--- src/rtl/control_main.sv ---
// rtl/control_main.sv - RV32I multicycle control FSM (Moore) driving datapath strobes and selects
//
// Ports:
//   clk           in   1  rising-edge clock
//   rst           in   1  synchronous active-high reset
//   opcode        in   7  instruction opcode from IR
//   funct3        in   3  instruction funct3 from IR
//   funct7        in   7  instruction funct7 from IR
//   zero_flag     in   1  combinational ALU zero flag
//   adr_src       out  1  memory address source (0=PC, 1=out bus)
//   pc_write      out  1  PC write strobe
//   ir_write      out  1  IR / old-PC write strobe
//   mem_write     out  1  memory write strobe
//   reg_write     out  1  register-file write strobe
//   output_en     out  1  output buffer enable
//   out_mux_sel   out  3  out bus source (0=ALU reg, 1=ALU direct, 2=data reg)
//   imm_sel       out  3  immediate format (0=I, 1=S, 2=B, 3=U, 4=J)
//   alu_src_a_sel out  2  ALU A source (0=old PC, 1=PC, 2=A reg)
//   alu_src_b_sel out  2  ALU B source (0=B reg, 1=imm, 2=const 4)
//   alu_ctrl      out  4  ALU operation
module control_main (
  input  logic       clk,
  input  logic       rst,
  input  logic [6:0] opcode,
  input  logic [2:0] funct3,
  input  logic [6:0] funct7,
  input  logic       zero_flag,
  output logic       adr_src,
  output logic       pc_write,
  output logic       ir_write,
  output logic       mem_write,
  output logic       reg_write,
  output logic       output_en,
  output logic [2:0] out_mux_sel,
  output logic [2:0] imm_sel,
  output logic [1:0] alu_src_a_sel,
  output logic [1:0] alu_src_b_sel,
  output logic [3:0] alu_ctrl
);

  // FSM state encoding
  localparam logic [3:0] S_FETCH    = 4'd0;
  localparam logic [3:0] S_DECODE   = 4'd1;
  localparam logic [3:0] S_MEMADR   = 4'd2;
  localparam logic [3:0] S_MEMREAD  = 4'd3;
  localparam logic [3:0] S_MEMWB    = 4'd4;
  localparam logic [3:0] S_MEMWRITE = 4'd5;
  localparam logic [3:0] S_EXECR    = 4'd6;
  localparam logic [3:0] S_EXECI    = 4'd7;
  localparam logic [3:0] S_ALUWB    = 4'd8;
  localparam logic [3:0] S_BRANCH   = 4'd9;
  localparam logic [3:0] S_JAL      = 4'd10;
  localparam logic [3:0] S_JALR     = 4'd11;
  localparam logic [3:0] S_JALRJ    = 4'd12;
  localparam logic [3:0] S_LUI      = 4'd13;
  localparam logic [3:0] S_AUIPC    = 4'd14;

  // Opcodes
  localparam logic [6:0] OP_LOAD   = 7'b0000011;
  localparam logic [6:0] OP_STORE  = 7'b0100011;
  localparam logic [6:0] OP_R      = 7'b0110011;
  localparam logic [6:0] OP_I      = 7'b0010011;
  localparam logic [6:0] OP_BRANCH = 7'b1100011;
  localparam logic [6:0] OP_JAL    = 7'b1101111;
  localparam logic [6:0] OP_JALR   = 7'b1100111;
  localparam logic [6:0] OP_LUI    = 7'b0110111;
  localparam logic [6:0] OP_AUIPC  = 7'b0010111;

  // ALU operations
  localparam logic [3:0] ALU_ADD    = 4'd0;
  localparam logic [3:0] ALU_SUB    = 4'd1;
  localparam logic [3:0] ALU_AND    = 4'd2;
  localparam logic [3:0] ALU_OR     = 4'd3;
  localparam logic [3:0] ALU_XOR    = 4'd4;
  localparam logic [3:0] ALU_SLL    = 4'd5;
  localparam logic [3:0] ALU_SRL    = 4'd6;
  localparam logic [3:0] ALU_SRA    = 4'd7;
  localparam logic [3:0] ALU_SLT    = 4'd8;
  localparam logic [3:0] ALU_SLTU   = 4'd9;
  localparam logic [3:0] ALU_PASS_B = 4'd10;

  // Immediate formats
  localparam logic [2:0] IMM_I = 3'd0;
  localparam logic [2:0] IMM_S = 3'd1;
  localparam logic [2:0] IMM_B = 3'd2;
  localparam logic [2:0] IMM_U = 3'd3;
  localparam logic [2:0] IMM_J = 3'd4;

  // Source selects
  localparam logic [1:0] A_OLDPC = 2'd0;
  localparam logic [1:0] A_PC    = 2'd1;
  localparam logic [1:0] A_REG   = 2'd2;
  localparam logic [1:0] B_REG   = 2'd0;
  localparam logic [1:0] B_IMM   = 2'd1;
  localparam logic [1:0] B_FOUR  = 2'd2;
  localparam logic [2:0] OM_ALUREG = 3'd0;
  localparam logic [2:0] OM_ALU    = 3'd1;
  localparam logic [2:0] OM_DATA   = 3'd2;

  logic [3:0] state_q;
  logic [3:0] state_d;

  // Only funct7[5] carries meaning for RV32I base ops.
  logic unused_funct7;
  assign unused_funct7 = ^{funct7[6], funct7[4:0]};

  // funct3/funct7 ALU decode shared by register and immediate forms.
  // Immediate forms have no SUB: funct7 bits there are immediate bits,
  // so funct3=000 ignores funct7[5] unless is_r is set. Shifts keep the
  // funct7[5] SRA/SRL split in both forms.
  function automatic logic [3:0] alu_decode(input logic [2:0] f3,
                                            input logic       f7b5,
                                            input logic       is_r);
    logic [3:0] op;
    case (f3)
      3'b000:  op = (is_r && f7b5) ? ALU_SUB : ALU_ADD;
      3'b001:  op = ALU_SLL;
      3'b010:  op = ALU_SLT;
      3'b011:  op = ALU_SLTU;
      3'b100:  op = ALU_XOR;
      3'b101:  op = f7b5 ? ALU_SRA : ALU_SRL;
      3'b110:  op = ALU_OR;
      default: op = ALU_AND;
    endcase
    return op;
  endfunction

  // Next-state logic
  always_comb begin
    state_d = S_FETCH;
    case (state_q)
      S_FETCH:  state_d = S_DECODE;
      S_DECODE: begin
        case (opcode)
          OP_LOAD,
          OP_STORE:  state_d = S_MEMADR;
          OP_R:      state_d = S_EXECR;
          OP_I:      state_d = S_EXECI;
          OP_BRANCH: state_d = S_BRANCH;
          OP_JAL:    state_d = S_JAL;
          OP_JALR:   state_d = S_JALR;
          OP_LUI:    state_d = S_LUI;
          OP_AUIPC:  state_d = S_AUIPC;
          default:   state_d = S_FETCH;  // unsupported opcode retires as a NOP
        endcase
      end
      S_MEMADR:   state_d = (opcode == OP_STORE) ? S_MEMWRITE : S_MEMREAD;
      S_MEMREAD:  state_d = S_MEMWB;
      S_MEMWB:    state_d = S_FETCH;
      S_MEMWRITE: state_d = S_FETCH;
      S_EXECR:    state_d = S_ALUWB;
      S_EXECI:    state_d = S_ALUWB;
      S_ALUWB:    state_d = S_FETCH;
      S_BRANCH:   state_d = S_FETCH;
      S_JAL:      state_d = S_ALUWB;
      S_JALR:     state_d = S_JALRJ;
      S_JALRJ:    state_d = S_ALUWB;
      S_LUI:      state_d = S_ALUWB;
      S_AUIPC:    state_d = S_ALUWB;
      default:    state_d = S_FETCH;
    endcase
  end

  always_ff @(posedge clk) begin
    if (rst) begin
      state_q <= S_FETCH;
    end else begin
      state_q <= state_d;
    end
  end

  // Output decode
  always_comb begin
    adr_src       = 1'b0;
    pc_write      = 1'b0;
    ir_write      = 1'b0;
    mem_write     = 1'b0;
    reg_write     = 1'b0;
    output_en     = 1'b0;
    out_mux_sel   = OM_ALUREG;
    imm_sel       = IMM_I;
    alu_src_a_sel = A_OLDPC;
    alu_src_b_sel = B_REG;
    alu_ctrl      = ALU_ADD;

    case (state_q)
      S_FETCH: begin
        ir_write      = 1'b1;
        pc_write      = 1'b1;
        alu_src_a_sel = A_PC;
        alu_src_b_sel = B_FOUR;
        out_mux_sel   = OM_ALU;
      end
      S_DECODE: begin
        // Precompute oldPC+imm so branch/jump targets sit in the ALU register.
        alu_src_a_sel = A_OLDPC;
        alu_src_b_sel = B_IMM;
        imm_sel       = (opcode == OP_JAL) ? IMM_J : IMM_B;
      end
      S_MEMADR: begin
        alu_src_a_sel = A_REG;
        alu_src_b_sel = B_IMM;
        imm_sel       = (opcode == OP_STORE) ? IMM_S : IMM_I;
      end
      S_MEMREAD: begin
        adr_src     = 1'b1;
        out_mux_sel = OM_ALUREG;
      end
      S_MEMWB: begin
        out_mux_sel = OM_DATA;
        reg_write   = 1'b1;
        output_en   = 1'b1;
      end
      S_MEMWRITE: begin
        adr_src     = 1'b1;
        out_mux_sel = OM_ALUREG;
        mem_write   = 1'b1;
      end
      S_EXECR: begin
        alu_src_a_sel = A_REG;
        alu_src_b_sel = B_REG;
        alu_ctrl      = alu_decode(funct3, funct7[5], 1'b1);
      end
      S_EXECI: begin
        alu_src_a_sel = A_REG;
        alu_src_b_sel = B_IMM;
        imm_sel       = IMM_I;
        alu_ctrl      = alu_decode(funct3, funct7[5], 1'b0);
      end
      S_ALUWB: begin
        out_mux_sel = OM_ALUREG;
        reg_write   = 1'b1;
        output_en   = 1'b1;
      end
      S_BRANCH: begin
        alu_src_a_sel = A_REG;
        alu_src_b_sel = B_REG;
        alu_ctrl      = ALU_SUB;
        out_mux_sel   = OM_ALUREG;  // target precomputed in DECODE
        case (funct3)
          3'b000:  pc_write = zero_flag;
          3'b001:  pc_write = ~zero_flag;
          default: pc_write = 1'b0;
        endcase
      end
      S_JAL, S_JALRJ: begin
        // PC takes the held target while the ALU forms oldPC+4 for rd.
        alu_src_a_sel = A_OLDPC;
        alu_src_b_sel = B_FOUR;
        out_mux_sel   = OM_ALUREG;
        pc_write      = 1'b1;
      end
      S_JALR: begin
        alu_src_a_sel = A_REG;
        alu_src_b_sel = B_IMM;
        imm_sel       = IMM_I;
      end
      S_LUI: begin
        alu_src_b_sel = B_IMM;
        imm_sel       = IMM_U;
        alu_ctrl      = ALU_PASS_B;
      end
      S_AUIPC: begin
        alu_src_a_sel = A_OLDPC;
        alu_src_b_sel = B_IMM;
        imm_sel       = IMM_U;
      end
      default: begin
      end
    endcase

    // Reset kills every strobe immediately so an interrupted instruction
    // cannot complete a write in the cycle reset arrives.
    if (rst) begin
      pc_write  = 1'b0;
      ir_write  = 1'b0;
      mem_write = 1'b0;
      reg_write = 1'b0;
      output_en = 1'b0;
    end
  end

endmodule

--- config.mk ---
export PLATFORM = sky130hd
export DESIGN_NAME = control_main
export DESIGN_NICKNAME = d
export VERILOG_FILES = /design/src/rtl/control_main.sv
export SDC_FILE = /design/constraint.sdc
export NUM_CORES = 1
export LEC_CHECK = 0
export BUFFER_PORTS_ARGS = -buffer_cell sky130_fd_sc_hd__buf_2
export CAP_MARGIN = 25
export CORE_MARGIN = 4
export CORE_UTILIZATION = 45
export CTS_CLUSTER_SIZE = 25
export DETAILED_ROUTE_END_ITERATION = 8
export GPL_TIMING_DRIVEN = 0
export PLACE_DENSITY = 0.94
export SYNTH_ARGS = -nofsm -noshare
export SYNTH_HDL_FRONTEND = slang
export SYNTH_SLANG_ARGS = --single-unit
--- constraint.sdc ---
create_clock -name clk -period 2.49 [get_ports clk]
set_input_delay 0.1245 -clock clk [delete_from_list [all_inputs] [get_ports clk]]
set_output_delay 0.1245 -clock clk [all_outputs]
set_load 0.02 [all_outputs]
==> flow_summary.html, run 1 <==
<table>
<tr><th>Metric</th><th>Value</th></tr>
<tr><th colspan="2">Layout</th></tr>
<tr><td>Post-Layout Cell Count</td><td>144</td></tr>
<tr><td>Flip-flop count of the largest register, all copies and words added</td><td>4</td></tr>
<tr><td>Commonest non-fill, non-tap cell in the layout</td><td>buf_2</td></tr>
<tr><td>Number of antenna cells inserted</td><td>0</td></tr>
<tr><td>Fraction of final layout cells with drive strength greater than 1</td><td>34.9%</td></tr>
<tr><td>Most frequent cells in the layout</td><td>33 x buf_2, 9 x nand2_1, 6 x nor3_1</td></tr>
<tr><td>Regs by FF count</td><td>state_q (4)</td></tr>
<tr><td>Area added between synthesis and finish</td><td>30.2%</td></tr>
<tr><td>Largest Register</td><td>state_q</td></tr>
<tr><td>Number of nets in the layout</td><td>approximately 150</td></tr>
<tr><th colspan="2">GRT</th></tr>
<tr><td>Layer with the highest usage after global routing</td><td>met2</td></tr>
<tr><td>Met2 usage</td><td>34.9%</td></tr>
<tr><td>Global routing met1 resource utilization</td><td>25.4%</td></tr>
<tr><td>First-pass GRT wire length</td><td>3310 microns</td></tr>
<tr><td>Vias in the first global route</td><td>roughly 750</td></tr>
<tr><td>Number of antenna violations at the first check in global routing</td><td>0</td></tr>
<tr><td>Global-route total usage across every layer</td><td>21.3%</td></tr>
<tr><td>Largest net degree at the start of global routing</td><td>11</td></tr>
<tr><td>Routing usage on met3</td><td>5.08%</td></tr>
<tr><td>Congestion Overflow GR</td><td>0</td></tr>
<tr><th colspan="2">Yosys</th></tr>
<tr><td>Count of different cell masters after synthesis</td><td>40</td></tr>
<tr><td>Number of flops mapped to enable cells by yosys</td><td>0</td></tr>
<tr><td>Post-Syn Area per Cell</td><td>slightly above 7 sq um</td></tr>
<tr><td>Proportion of synthesized flip-flops having asynchronous set or reset</td><td>0%</td></tr>
<tr><td>Most instantiated flip-flop cell in the synthesis netlist</td><td>dfxtp_1</td></tr>
<tr><td>Number of warnings printed during yosys synthesis</td><td>0</td></tr>
<tr><td>Synth Cell Area</td><td>667 sq um</td></tr>
<tr><td>Flop and latch count out of synthesis</td><td>4</td></tr>
<tr><td>Register area share after synthesis</td><td>between 10 and 15%</td></tr>
<tr><td>Syn Inst Count</td><td>94</td></tr>
<tr><td>Net count after synthesis</td><td>114</td></tr>
<tr><th colspan="2">Worst setup path</th></tr>
<tr><td>CP startpoint</td><td>state_q[0]</td></tr>
<tr><td>Reg2Reg Launch Point</td><td>state_q[1]</td></tr>
<tr><td>Capture point of the worst reg-to-reg path</td><td>state_q[1]</td></tr>
<tr><td>Worst Setup End Kind</td><td>output pin</td></tr>
<tr><td>Arrival time worst endpoint</td><td>around 1.9 ns</td></tr>
<tr><td>Reg2Reg Depth</td><td>5</td></tr>
<tr><td>Library cell contributing the largest single delay on the critical path</td><td>dfxtp_1</td></tr>
<tr><td>Worst setup path end</td><td>pc_write</td></tr>
<tr><td>Register-to-register path setup slack</td><td>1.03 ns</td></tr>
<tr><td>Cells traversed along the worst timing path</td><td>nor2b_1 &gt; nand2_1 &gt; or3_1 &gt; a21oi_1 &gt; buf_2</td></tr>
<tr><td>Startpoint kind of the worst setup timing path</td><td>flop</td></tr>
<tr><td>Kind of critical path</td><td>reg -&gt; out</td></tr>
<tr><td>Required time of the critical path</td><td>roughly 2.4 ns</td></tr>
<tr><td>Top fanout value on the critical path</td><td>5</td></tr>
<tr><td>Critical Path Max Stage Delay</td><td>0.42 ns</td></tr>
<tr><th colspan="2">Power</th></tr>
<tr><td>P_leak</td><td>0.000394 uW</td></tr>
<tr><td>Power per cell area</td><td>about 290 nW/um^2</td></tr>
<tr><td>Peak ir drop on the vdd network</td><td>0.000184 V</td></tr>
<tr><td>Post-route total power</td><td>about 250 uW</td></tr>
<tr><th colspan="2">Floorplan</th></tr>
<tr><td>Standard-cell rows</td><td>13</td></tr>
<tr><td>Starting density of the core</td><td>49.4%</td></tr>
<tr><td>Count of pins on the block boundary</td><td>40</td></tr>
<tr><td>Die W</td><td>about 46 microns</td></tr>
<tr><td>Area of the die</td><td>around 2200 sq um</td></tr>
<tr><td>Height of the die</td><td>46.5 microns</td></tr>
<tr><td>Core area</td><td>1350 sq um</td></tr>
<tr><th colspan="2">STA</th></tr>
<tr><td>FMAX</td><td>between 500 and 600 MHz</td></tr>
<tr><td>Setup violators final</td><td>0</td></tr>
<tr><td>Min setup slack post-route</td><td>0.516 ns</td></tr>
<tr><td>Shortest period the worst path allows</td><td>between 1.5 and 2 ns</td></tr>
<tr><td>RSZ-0062 raised after global routing</td><td>no</td></tr>
<tr><td>Count of final max-slew check failures</td><td>0</td></tr>
<tr><td>Hold violation count in the final report</td><td>0</td></tr>
<tr><td>Final period utilization</td><td>79.3%</td></tr>
<tr><td>Final Skew</td><td>0.00354 ns</td></tr>
<tr><td>Final-layout setup total negative slack</td><td>0 ns</td></tr>
<tr><th colspan="2">Clock tree</th></tr>
<tr><td>H-Tree Depth</td><td>1</td></tr>
<tr><td>Latest clock arrival within the worst-skew pair</td><td>0.25 ns</td></tr>
<tr><td>Total clock sinks</td><td>4</td></tr>
<tr><td>Number of CTS-inserted buffers</td><td>3</td></tr>
<tr><td>CTS Root Cell</td><td>clkbuf_4</td></tr>
<tr><td>Clock-pin slew on the worst setup and hold paths</td><td>0.04 ns</td></tr>
<tr><td>Post-cts repair resize count</td><td>0</td></tr>
<tr><td>Hold buffer count at CTS</td><td>0</td></tr>
<tr><td># Post-CTS Setup Buffers</td><td>0</td></tr>
<tr><td>Maximum number of buffers from clock root to sink</td><td>2</td></tr>
<tr><td>TritonCTS clock tree</td><td>built</td></tr>
<tr><th colspan="2">Hold path</th></tr>
<tr><td>Hold Path Depth</td><td>2</td></tr>
<tr><td>Hold Crit Class</td><td>in -&gt; reg</td></tr>
<tr><th colspan="2">Run</th></tr>
<tr><td>Count of max-cap constraint violations</td><td>0</td></tr>
<tr><th colspan="2">Drt</th></tr>
<tr><td>Number of detailed-routing iterations run before antenna repair</td><td>4</td></tr>
<tr><td>Number of violations reported at the end of detailed-routing iteration 0</td><td>20</td></tr>
<tr><td>Vias per cell</td><td>5.90</td></tr>
<tr><td>Number of nets with antenna violations after routing</td><td>0</td></tr>
<tr><td>Routed WL</td><td>2020 microns</td></tr>
<tr><td>Number of design rule violations left after detail routing</td><td>0</td></tr>
<tr><td>Via count</td><td>849</td></tr>
<tr><td>Mean routed wirelength per cell</td><td>14.0 microns</td></tr>
<tr><th colspan="2">Place</th></tr>
<tr><td>Input/output buffers</td><td>32</td></tr>
<tr><td>Number of placed instances with taps included</td><td>141</td></tr>
<tr><td>Sum of net half-perimeters after detailed placement</td><td>1580 microns</td></tr>
<tr><td>Worst slack at placement</td><td>0.819 ns</td></tr>
<tr><td>Placer congestion estimate</td><td>0.805</td></tr>
<tr><th colspan="2">Status</th></tr>
<tr><td>Run status</td><td>finished clean</td></tr>
</table>
-- worst max-delay path: cells and delay by family (launching register included) --
kind                   cells  cell delay [ns]
buffers and inverters      1             0.17
AND/OR/NAND/NOR            3             0.88
AO/OA/AOI/OAI              1             0.14
flip-flops                 1             0.42
-- stage by stage --
step	hold WS (ns)	cell area [sq um]	utilization (%)
global route	0.183	868	64.3
CTS	0.167	868	64.3
detailed placement	0.425	846	62.7
finish	0.172	868	64.3
floorplan	0.203	667	-
global placement	0.408	846	62.7
-- cells in the mapped netlist, types with 4 or more instances --
master	instances	area, sq um
nand2_1	9	33.8
dfxtp_1	4	80.1
nor2_1	4	15.0
nand3b_1	5	37.5
nor3_1	6	30.0
o21ai_0	5	25.0
nor2b_1	5	31.3
-- routing by layer --
| layer | routed length, microns | up-vias |
|---|---|---|
| met4 | 44 | 0 |
| met5 | 0 | - |
| met3 | 93 | 5 |
| li1 | - | 426 |
| met1 | 848 | 395 |
| met2 | 1040 | 23 |
-- layout make-up --
class	count	area, sq um
multi-input cells	80	512
fillers	121	482
repair buffers	32	160
inverters	2	7.51
clock buffers	3	22.5
flip-flops and latches	4	80.1
plain buffers	8	67.6
well taps	15	18.8
-- report_power, final --
part | internal (uW) | total (uW) | switching, uW | leakage, uW
Clock | 54.3 | 86.3 | 32.0 | 0.0000138
Sequential | 66.3 | 68.8 | 2.54 | 0.0000326
Combinational | 39.8 | 96.5 | 56.8 | 0.000348
-- how the worst min path moves through the flow --
stage / start / slack [ns] / end
after global routing: rst / 0.18 / state_q[0]
after global placement: rst / 0.41 / state_q[0]
after detailed placement: rst / 0.42 / state_q[0]
after CTS: rst / 0.17 / state_q[0]
after floorplan: rst / 0.20 / state_q[0]
final: rst / 0.17 / state_q[0]
-- cells by family (layout without fill, tap and decap cells) --
| family | Yosys count | after routing | share of synthesized area, % |
|---|---|---|---|
| other cells | 1 | 1 | 0.562 |
| flops | 4 | 4 | 12.0 |
| buf+inv | 10 | 45 | 11.3 |
| compound gates | 24 | 24 | 26.3 |
| simple gates | 51 | 51 | 44.7 |
| xor+xnor | 4 | 4 | 5.25 |
No activity file was read; power rests on OpenSTA's default activity.
==> run 2, diff against run 1 <==
CORE_UTILIZATION = 38   (was 45)
PLACE_DENSITY = 0.85   (was 0.94)
clock period = 1.7 ns   (was 2.49 ns; I/O delays follow)
==> run 2 against run 1 <==
  * Global-route usage shrank 5.8 points
  * Combinational power rose by 59%
  * Highest routed layer is now met3
  * Worst setup slack got worse by 0.43 ns
==> flow_summary.html, run 2 (synthesis results as in run 1) <==
<table>
<tr><th>Metric</th><th>Value</th></tr>
<tr><th colspan="2">Power</th></tr>
<tr><td>P_leak</td><td>0.000414 uW</td></tr>
<tr><td>Clock network power share</td><td>a little under a third</td></tr>
<tr><td>Peak ir drop on the vdd network</td><td>0.000374 V</td></tr>
<tr><td>Power per cell area</td><td>394 nW/um^2</td></tr>
<tr><td>Switching pwr</td><td>around 130 uW</td></tr>
<tr><td>Fraction of power consumed by combinational cells</td><td>41.3%</td></tr>
<tr><td>Switching share of power</td><td>34.5%</td></tr>
<tr><td>Part of the power in registers</td><td>27.4%</td></tr>
<tr><td>Internal Pwr Total</td><td>243 uW</td></tr>
<tr><th colspan="2">Layout</th></tr>
<tr><td>Most frequent cells in the layout</td><td>31 x buf_2, 8 x nand2_1, 6 x nor3_1</td></tr>
<tr><td>Commonest non-fill, non-tap cell in the layout</td><td>buf_2</td></tr>
<tr><td>Number of antenna cells inserted</td><td>0</td></tr>
<tr><td>Fraction of final layout cells with drive strength greater than 1</td><td>43.8%</td></tr>
<tr><td>Area added between synthesis and finish</td><td>41.5%</td></tr>
<tr><td>Flip-flop count of the largest register, all copies and words added</td><td>4</td></tr>
<tr><td>Post-Layout Cell Count</td><td>146</td></tr>
<tr><td>Largest Register</td><td>state_q</td></tr>
<tr><td>Regs by FF count</td><td>state_q (4)</td></tr>
<tr><td>Number of nets in the layout</td><td>~150</td></tr>
<tr><td>Layout Utilization</td><td>59.8%</td></tr>
<tr><th colspan="2">Drt</th></tr>
<tr><td>Number of design rule violations left after detail routing</td><td>0</td></tr>
<tr><td>Mean routed wirelength per cell</td><td>13.5 microns</td></tr>
<tr><td>Number of violations reported at the end of detailed-routing iteration 0</td><td>15</td></tr>
<tr><td>Via count</td><td>835</td></tr>
<tr><td>Routed WL</td><td>1970 microns</td></tr>
<tr><td>Vias per cell</td><td>5.72</td></tr>
<tr><td>Number of nets with antenna violations after routing</td><td>0</td></tr>
<tr><td>Number of detailed-routing iterations run before antenna repair</td><td>4</td></tr>
<tr><th colspan="2">Worst setup path</th></tr>
<tr><td>Startpoint kind of the worst setup timing path</td><td>flop</td></tr>
<tr><td>Total buffers and inverters traversed by the critical path</td><td>2</td></tr>
<tr><td>Arrival time worst endpoint</td><td>1.53 ns</td></tr>
<tr><td>Library cell contributing the largest single delay on the critical path</td><td>or3_4</td></tr>
<tr><td>Family with the most delay on the worst path</td><td>simple AND/OR/NAND/NOR gates</td></tr>
<tr><td>Critical Path Max Stage Delay</td><td>approximately 0.37 ns</td></tr>
<tr><td>Cells traversed along the worst timing path</td><td>buf_4 &gt; nor2b_4 &gt; nand2_2 &gt; or3_4 &gt; a21oi_2 &gt; buf_6</td></tr>
<tr><td>Required time of the critical path</td><td>around 1.6 ns</td></tr>
<tr><td>Kind of critical path</td><td>reg -&gt; out</td></tr>
<tr><td>Worst Setup End Kind</td><td>output pin</td></tr>
<tr><td>Top fanout value on the critical path</td><td>9</td></tr>
<tr><th colspan="2">STA</th></tr>
<tr><td>Hold violation count in the final report</td><td>0</td></tr>
<tr><td>Worst hold slack after final layout</td><td>0.177 ns</td></tr>
<tr><td>Setup violators final</td><td>0</td></tr>
<tr><td>Shortest period the worst path allows</td><td>1.61 ns</td></tr>
<tr><td>FMAX</td><td>between 600 and 700 MHz</td></tr>
<tr><td>Count of final max-slew check failures</td><td>0</td></tr>
<tr><td>Final period utilization</td><td>95.0%</td></tr>
<tr><td>Final Skew</td><td>between 0.005 and 0.006 ns</td></tr>
<tr><th colspan="2">Place</th></tr>
<tr><td>Sum of net half-perimeters after detailed placement</td><td>1550 microns</td></tr>
<tr><td>Input/output buffers</td><td>32</td></tr>
<tr><td>Number of placed instances with taps included</td><td>around 140</td></tr>
<tr><td>Placer congestion estimate</td><td>0.828</td></tr>
<tr><th colspan="2">Floorplan</th></tr>
<tr><td>Count of pins on the block boundary</td><td>40</td></tr>
<tr><td>Die W</td><td>between 40 and 50 microns</td></tr>
<tr><td>Standard-cell rows</td><td>14</td></tr>
<tr><td>Height of the die</td><td>49.9 microns</td></tr>
<tr><td>Core area</td><td>between 1500 and 2000 sq um</td></tr>
<tr><td>Starting density of the core</td><td>42.3%</td></tr>
<tr><td>Area of the die</td><td>2490 sq um</td></tr>
<tr><th colspan="2">GRT</th></tr>
<tr><td>Global-route total usage across every layer</td><td>15.5%</td></tr>
<tr><td>Vias in the first global route</td><td>717</td></tr>
<tr><td>Largest net degree at the start of global routing</td><td>11</td></tr>
<tr><td>Number of antenna violations at the first check in global routing</td><td>0</td></tr>
<tr><td>First-pass GRT wire length</td><td>3120 microns</td></tr>
<tr><td>Congestion Overflow GR</td><td>0</td></tr>
<tr><th colspan="2">Clock tree</th></tr>
<tr><td>Total clock sinks</td><td>4</td></tr>
<tr><td>Clock-pin slew on the worst setup and hold paths</td><td>roughly 0.040 ns</td></tr>
<tr><td>CTS Root Cell</td><td>clkbuf_4</td></tr>
<tr><td>Latest clock arrival within the worst-skew pair</td><td>0.23 ns</td></tr>
<tr><td>H-Tree Depth</td><td>1</td></tr>
<tr><td>Maximum number of buffers from clock root to sink</td><td>2</td></tr>
<tr><td>TritonCTS clock tree</td><td>built</td></tr>
<tr><td>Number of CTS-inserted buffers</td><td>3</td></tr>
<tr><th colspan="2">Run</th></tr>
<tr><td>Count of max-cap constraint violations</td><td>0</td></tr>
<tr><th colspan="2">Status</th></tr>
<tr><td>Run status</td><td>finished clean</td></tr>
<tr><th colspan="2">Hold path</th></tr>
<tr><td>Hold Crit Class</td><td>in -&gt; reg</td></tr>
</table>
==> run 2: cell types whose count changed in the layout (fill, tap and decap cells not counted), moves of 2 or more <==
cell and delta:
buf_2 -2, nor2b_1 -2, dfxtp_2 +2, buf_6 +2
dfxtp_1 -2
==> run 2: layout make-up <==
type                            count  area (sq um)
Multi-Input combinational cell     80           562
Timing Repair Buffer               33           174
Tap cell                           16          20.0
Inverter                            2          7.51
Sequential cell                     4          82.6
Buffer                              8          75.1
Fill cell                         147           633
Clock buffer                        3          22.5
==> run 2: metal layers <==
metal	GRT usage, %	vias to the layer above	share of wire [%]
li1	-	422	-
met1	18.5	385	44
met2	27.5	28	51
met3	2.71	0	5.2
met4	5.53	0	0
met5	0	-	0
==> run 2: path summary, 6_finish.rpt <==
check	start	endpoint	slack, ns	cells after the start
hold / removal	rst	state_q[0]	0.18	2
setup / recovery	state_q[1]	pc_write	0.09	6
setup reg to reg	state_q[1]	state_q[3]	0.30	5
hold reg to reg	state_q[3]	state_q[0]	0.66	2
==> run 2: power groups by stage <==
stage	Sequential (uW)	Combinational, uW	Clock [uW]
2_1_floorplan	101	87.4	0
3_3_place_gp	102	137	0
3_5_place_dp	102	141	0
4_1_cts	101	145	126
5_1_grt	102	167	135
6_report	102	153	116
==> run 2: timing repair <==
| item | 4_1_cts | 5_1_grt |
|---|---|---|
| hold buffers | 0 | 0 |
| resized for setup | 6 | 9 |
| buffers inserted | 0 | 1 |
| setup endpoints to repair | 3 | 4 |
==> run 2: stage by stage <==
step	instance area, sq um	total power [uW]	setup WS [ns]	setup TNS [ns]
finish	943	372	0.0854	0
global route	943	403	-0.0107	-0.0178
CTS	897	372	0.00101	0
detailed placement	860	243	0.0462	0
global placement	860	239	0.0676	0
floorplan	679	188	0.0570	0
==> run 2: worst register-to-register path, delay by kind of cell (launching register included) <==
| kind | cells | cell delay [ns] |
|---|---|---|
| AOI/OAI and AO/OA | 2 | 0.46 |
| and+or+nand+nor | 2 | 0.37 |
| DFF | 1 | 0.29 |
| buffers and inverters | 1 | 0.16 |
